===== src/rtl/rf_pkg.sv =====
`default_nettype none
// ============================================================================
// Module   : rf_pkg
// Brief    : Shared widths and types for the register-file write-back path.
// Revision : 1.0 - initial release
// ============================================================================
package rf_pkg;

    localparam int DATA_W   = 16;
    localparam int REG_W    = 4;
    localparam int NUM_REGS = 2 ** REG_W;

    typedef struct packed {
        logic [REG_W-1:0]  dst;
        logic [DATA_W-1:0] data;
    } wb_entry_t;

    typedef enum logic {
        SRC_ALU = 1'b0,
        SRC_MEM = 1'b1
    } wb_src_e;

endpackage
`default_nettype wire


===== src/rtl/rf_wb_slot.sv =====
`default_nettype none
// ============================================================================
// Module   : rf_wb_slot
// Brief    : One-entry result buffer; accepts a new result in the cycle it is
//            granted, so an uncontested source sustains one result per cycle.
// Revision : 1.0 - initial release
// ============================================================================
module rf_wb_slot
    import rf_pkg::*;
(
    input  logic      clk,
    input  logic      rst,
    input  logic      i_valid,
    output logic      o_ready,
    input  wb_entry_t i_entry,
    input  logic      i_grant,
    output logic      o_full,
    output wb_entry_t o_entry
);

    logic      r_full;
    wb_entry_t r_entry;
    logic      w_ready;

    assign w_ready = !r_full || i_grant;

    always_ff @(posedge clk or negedge rst) begin
        if (!rst) begin
            r_full  <= 1'b0;
            r_entry <= '0;
        end else if (i_valid && w_ready) begin
            r_full  <= 1'b1;
            r_entry <= i_entry;
        end else if (i_grant) begin
            r_full  <= 1'b0;
        end
    end

    assign o_ready = w_ready;
    assign o_full  = r_full;
    assign o_entry = r_entry;

endmodule
`default_nettype wire


===== src/rtl/rf_wb_scheduler.sv =====
`default_nettype none
// ============================================================================
// Module   : rf_wb_scheduler
// Brief    : Arbitrates ALU/load results onto the RF write port and keeps the
//            pending-destination scoreboard. Option macro: RF_ZERO_REG_EN.
// Revision : 1.0 - initial release
// ============================================================================
module rf_wb_scheduler
    import rf_pkg::*;
(
    input  logic                clk,
    input  logic                rst,
    input  logic                iss_valid,
    input  logic [REG_W-1:0]    iss_dst,
    input  logic [REG_W-1:0]    iss_src1,
    input  logic [REG_W-1:0]    iss_src2,
    output logic                iss_stall,
    input  logic                alu_valid,
    output logic                alu_ready,
    input  logic [REG_W-1:0]    alu_reg,
    input  logic [DATA_W-1:0]   alu_data,
    input  logic                mem_valid,
    output logic                mem_ready,
    input  logic [REG_W-1:0]    mem_reg,
    input  logic [DATA_W-1:0]   mem_data,
    output logic                rf_we,
    output logic [REG_W-1:0]    rf_dst,
    output logic [DATA_W-1:0]   rf_data,
    output logic [NUM_REGS-1:0] busy,
    output logic                err_unreserved
);

    wb_entry_t w_aluEntry, w_memEntry, w_win;
    logic      w_aluFull, w_memFull, w_grantAlu, w_grantMem, w_anyGrant;
    logic      w_winZero, w_write;
    logic [NUM_REGS-1:0] w_busyView, w_set, w_clr;

    logic [NUM_REGS-1:0] r_busy;
    logic                r_rfWe, r_err;
    logic [REG_W-1:0]    r_rfDst;
    logic [DATA_W-1:0]   r_rfData;
    wb_src_e             r_rrLast;

    rf_wb_slot u_aluSlot (
        .clk     (clk),
        .rst     (rst),
        .i_valid (alu_valid),
        .o_ready (alu_ready),
        .i_entry ({alu_reg, alu_data}),
        .i_grant (w_grantAlu),
        .o_full  (w_aluFull),
        .o_entry (w_aluEntry)
    );

    rf_wb_slot u_memSlot (
        .clk     (clk),
        .rst     (rst),
        .i_valid (mem_valid),
        .o_ready (mem_ready),
        .i_entry ({mem_reg, mem_data}),
        .i_grant (w_grantMem),
        .o_full  (w_memFull),
        .o_entry (w_memEntry)
    );

    // The pointer only moves on ties, so a lone grant does not steal a turn.
    assign w_grantAlu = w_aluFull && (!w_memFull || r_rrLast == SRC_MEM);
    assign w_grantMem = w_memFull && (!w_aluFull || r_rrLast == SRC_ALU);
    assign w_anyGrant = w_grantAlu || w_grantMem;
    assign w_win      = w_grantMem ? w_memEntry : w_aluEntry;

`ifdef RF_ZERO_REG_EN
    assign w_winZero = (w_win.dst == '0);
`else
    assign w_winZero = 1'b0;
`endif
    assign w_write = w_anyGrant && !w_winZero;

    always_comb begin
        w_busyView = r_busy;
`ifdef RF_ZERO_REG_EN
        w_busyView[0] = 1'b0;
`endif
    end

    assign iss_stall = w_busyView[iss_src1] | w_busyView[iss_src2] | w_busyView[iss_dst];

    always_comb begin
        w_set = '0;
        w_clr = '0;
        if (iss_valid && !iss_stall) begin
            w_set[iss_dst] = 1'b1;
        end
`ifdef RF_ZERO_REG_EN
        w_set[0] = 1'b0;
`endif
        if (w_anyGrant) begin
            w_clr[w_win.dst] = 1'b1;
        end
    end

    always_ff @(posedge clk or negedge rst) begin
        if (!rst) begin
            r_busy   <= '0;
            r_rfWe   <= 1'b0;
            r_rfDst  <= '0;
            r_rfData <= '0;
            r_err    <= 1'b0;
            r_rrLast <= SRC_MEM;
        end else begin
            // Set is applied after clear so a same-cycle reservation wins.
            r_busy <= (r_busy & ~w_clr) | w_set;
            r_rfWe <= w_write;
            if (w_write) begin
                r_rfDst  <= w_win.dst;
                r_rfData <= w_win.data;
                if (!r_busy[w_win.dst]) begin
                    r_err <= 1'b1;
                end
            end
            if (w_aluFull && w_memFull) begin
                r_rrLast <= w_grantAlu ? SRC_ALU : SRC_MEM;
            end
        end
    end

    assign busy           = r_busy;
    assign rf_we          = r_rfWe;
    assign rf_dst         = r_rfDst;
    assign rf_data        = r_rfData;
    assign err_unreserved = r_err;

endmodule
`default_nettype wire


===== config.mk =====
export PLATFORM = sky130hd
export DESIGN_NAME = rf_wb_scheduler
export DESIGN_NICKNAME = d
export VERILOG_FILES = /design/src/rtl/rf_pkg.sv /design/src/rtl/rf_wb_slot.sv /design/src/rtl/rf_wb_scheduler.sv
export SDC_FILE = /design/constraint.sdc
export NUM_CORES = 1
export LEC_CHECK = 0
export BUFFER_PORTS_ARGS = -buffer_cell sky130_fd_sc_hd__buf_2
export CAP_MARGIN = 10
export CORE_MARGIN = 2
export CORE_UTILIZATION = 56
export CTS_BUF_LIST = sky130_fd_sc_hd__clkbuf_4 sky130_fd_sc_hd__clkbuf_8
export DETAILED_ROUTE_END_ITERATION = 7
export GPL_ROUTABILITY_DRIVEN = 0
export PLACE_DENSITY = 0.92
export SKIP_CTS_REPAIR_TIMING = 1
export SLEW_MARGIN = 40
export SYNTH_ARGS = -nofsm -noshare
export SYNTH_HDL_FRONTEND = slang
export SYNTH_SLANG_ARGS = --single-unit
export TNS_END_PERCENT = 1

===== constraint.sdc =====
create_clock -name clk -period 4.4 [get_ports clk]
set_input_delay 0.44 -clock clk [delete_from_list [all_inputs] [get_ports clk]]
set_output_delay 0.44 -clock clk [all_outputs]
set_load 0.01 [all_outputs]

==> results.sh <==
export IMPL_vias=3237
export IMPL_finalHoldViolations=0
export IMPL_drt_total_wl_um=9750
export IMPL_max_stage_delay_ns=0.88
export IMPL_syn_area_per_cell_um2=11.9
export IMPL_rsz0062_at_grt="no"
export IMPL_cts_tree="built"
export IMPL_setup_viol=0
export IMPL_nFillCells=472
export IMPL_finalCriticalPeriod_ns=3.05
export IMPL_coreArea_um2=6790
export IMPL_cts_buffers=9
export IMPL_diodes=0
export IMPL_drt_first_pass_iters=6
export IMPL_power_density_nw_per_um2=632
export IMPL_cp_cell_sequence="nand2b_1 > nand2_1 > o22ai_1 > a221oi_1 > o21ai_0 > o311a_1"
export IMPL_grt_overflow_total=0
export IMPL_hp_class="in2async"
export IMPL_grt_max_degree=82
export IMPL_syn_inst=333
export IMPL_yosysSeqAreaShare_pct=51.3
export IMPL_max_vdd_ir_drop_v=0.000327
export IMPL_clkLatencyLatePin_ns=0.35
export IMPL_p_sw_uw=1130
export IMPL_antenna_found_initial=0
export IMPL_path_clk_slew_ns=0.08
export IMPL_syn_num_nets=390
export IMPL_dp_hpwl_um=6850
export IMPL_drv_slew=0
export IMPL_nets=483
export IMPL_drt_iter0_drc=243
export IMPL_seq_power_share_pct=44.0
export IMPL_final_cell_mix="buf_2 (96), dfrtp_1 (80), mux2_2 (58)"
export IMPL_startpoint_type="register"
export IMPL_placed_area_um2=4510
export IMPL_rows=30
export IMPL_pwr_share_clk_pct=18.0
export IMPL_setup_tns_ns=0
export IMPL_die_area_um2=7750
export IMPL_status="completed"
export IMPL_drtAntennaViolNets=0
export IMPL_cts_sinks=81
export IMPL_ys_types=34
export IMPL_vias_per_cell=6.14
export IMPL_ys_ff_latch=81
export IMPL_synth_compound_area_share_pct=10.4
export IMPL_portBuffers=97
export IMPL_path_delay_family="simple AND/OR/NAND/NOR gates"
export IMPL_drive_above_1_share_pct=44.3
export IMPL_htree_levels=3
export IMPL_grt_pass1_wl_um=15400
export IMPL_worstPathMaxFanout=22
export IMPL_synthAdderAreaFrac_pct=0
export IMPL_combPwrFrac_pct=38.0
export IMPL_clock_path_buffers=2
export IMPL_synth_area_um2=3950
export IMPL_path_class="reg2reg"
export IMPL_synthXorXnorAreaFrac_pct=0
export IMPL_ys_warn_count=0
export IMPL_layout_commonest_cell="buf_2"
export IMPL_start_util_pct=58.2
export IMPL_power_total_uw=2980
export IMPL_required_ns=4.64
export IMPL_drc=0
export IMPL_slew_headroom_pct=45.3
export IMPL_critPathBufInv=0
export IMPL_internal_power_uw=1850
export IMPL_ioPinCount=98
export IMPL_grt_pass1_vias=3174
export IMPL_syn_to_final_growth_pct=19.2
export IMPL_switching_share_pct=38.0
export IMPL_dieHeight_um=88.0
export IMPL_finalClockSkew_ns=0.00716
export IMPL_arrival_ns=3.30
export IMPL_synth_top_family_by_area="multiplexers"
export IMPL_grt_use_total_pct=26.5
export IMPL_fp_dieW_um=88.0
export IMPL_p_leak_uw=0.00212
export IMPL_max_freq_mhz=328
export IMPL_max_cap_violations=0
export IMPL_wl_per_cell_um=18.5
export IMPL_tightest_slew_ns=0.820
export IMPL_final_area_um2=4710
export IMPL_synth_simple_area_share_pct=10.1
export IMPL_finalCritPeriodShare_pct=69.4
export IMPL_synth_mux_area_share_pct=26.4
export IMPL_end_kind="register"
export IMPL_critPathSlowestCell="dfrtp_1"
export IMPL_cts_root_buf="clkbuf_8"
## sequential cells by signal, indices dropped and copies added (netlist names)
name / count
u_aluSlot.o_full: 1
rf_we: 1
rf_data: 16
u_aluSlot.o_entry: 20
r_rrLast: 1
u_memSlot.o_entry: 20
busy: 16
rf_dst: 4
u_memSlot.o_full: 1
err_unreserved: 1
## final timing paths
| check | startpoint | endpoint | slack (ns) | depth (start not counted) |
|---|---|---|---|---|
| max reg2reg | u_memSlot.o_full | err_unreserved | 1.35 | 6 |
| max in group asynchronous | rst | u_memSlot.o_entry[17] | 3.81 | 1 |
| min in group clk | mem_valid | u_memSlot.o_full | 0.31 | 2 |
| min | rst | u_memSlot.o_entry[3] | 0.12 | 1 |
| max | u_memSlot.o_full | err_unreserved | 1.35 | 6 |
| min reg2reg | r_rrLast | r_rrLast | 0.51 | 2 |
## through the flow
stage / hold WS [ns] / utilization (%) / instances / setup slack (ns)
2_1_floorplan: 0.144 / - / 333 / 2.15
3_3_place_gp: 0.472 / 66.2 / 511 / 1.46
3_5_place_dp: 0.490 / 66.3 / 511 / 1.26
4_1_cts: 0.139 / 69.3 / 527 / 1.23
5_1_grt: 0.180 / 69.3 / 527 / 1.15
6_report: 0.116 / 69.3 / 527 / 1.35
## power groups by stage
stage / Sequential (µW) / Combinational, µW / Clock [µW]
floorplan: 1270 / 707 / 0
detailed placement: 1310 / 1120 / 0
global placement: 1300 / 1060 / 0
CTS: 1300 / 1130 / 542
finish: 1310 / 1130 / 536
global route: 1340 / 1230 / 577
## Yosys cell counts
cell | number | area, µm²
dfrtp_1 | 80 | 2000
mux2_2 | 58 | 653
nor2_1 | 46 | 173
o21ai_0 | 19 | 95.1
nand2_1 | 17 | 63.8
o22ai_1 | 17 | 106
o21ai_1 | 16 | 80.1
clkbuf_1 | 12 | 45.0
mux4_2 | 10 | 225
nand2b_1 | 8 | 50.1
a31oi_1 | 6 | 37.5
mux2i_1 | 6 | 60.1
mux4_1 | 4 | 105
nand4_1 | 4 | 25.0
or2_2 | 4 | 25.0
a21oi_1 | 3 | 15.0
a221oi_1 | 3 | 26.3
buf_1 | 2 | 7.51
inv_1 | 2 | 7.51
nor3b_1 | 2 | 15.0
a21boi_1 | 1 | 7.51
a32oi_1 | 1 | 8.76
and2_1 | 1 | 6.26
and2b_1 | 1 | 7.51
and3_1 | 1 | 6.26
buf_6 | 1 | 11.3
dfstp_2 | 1 | 26.3
nand3_1 | 1 | 5.00
nor2_4 | 1 | 11.3
nor2b_1 | 1 | 6.26
nor3_1 | 1 | 5.00
o21ai_4 | 1 | 16.3
o21bai_1 | 1 | 7.51
o311a_1 | 1 | 10.0
## logic make-up after synthesis
logic type / count (synthesis)
buffers and inverters: 17
and+or+nand+nor: 88
DFF: 81
AOI/OAI and AO/OA: 69
muxes: 78
## worst register-to-register path, cell delays in order (launching register included)
cell	delay [ns]
dfrtp_1	0.88
nand2b_1	0.58
nand2_1	0.66
o22ai_1	0.29
a221oi_1	0.28
o21ai_0	0.13
o311a_1	0.12
## per-layer routing
layer | routed length, µm | up-vias | GRT usage [%] | share of wire [%]
met5 | 0 | - | 0 | 0
met2 | 4870 | 207 | 46.1 | 50
met4 | 214 | 0 | 9.92 | 2.2
li1 | - | 1412 | - | -
met3 | 910 | 26 | 5.84 | 9.3
met1 | 3760 | 1592 | 32.5 | 39
## area by class of cell
class | count | area (µm²) | area share [%]
Clock buffer | 15 | 194 | 4.12
Clock inverter | 1 | 7.51 | 0.159
Inverter | 2 | 7.51 | 0.159
Multi-Input combinational cell | 235 | 1860 | 39.5
Sequential cell | 81 | 2030 | 43.1
Tap cell | 96 | 120 | 2.55
Timing Repair Buffer | 97 | 492 | 10.4
Power figures use the tool's default switching activity.
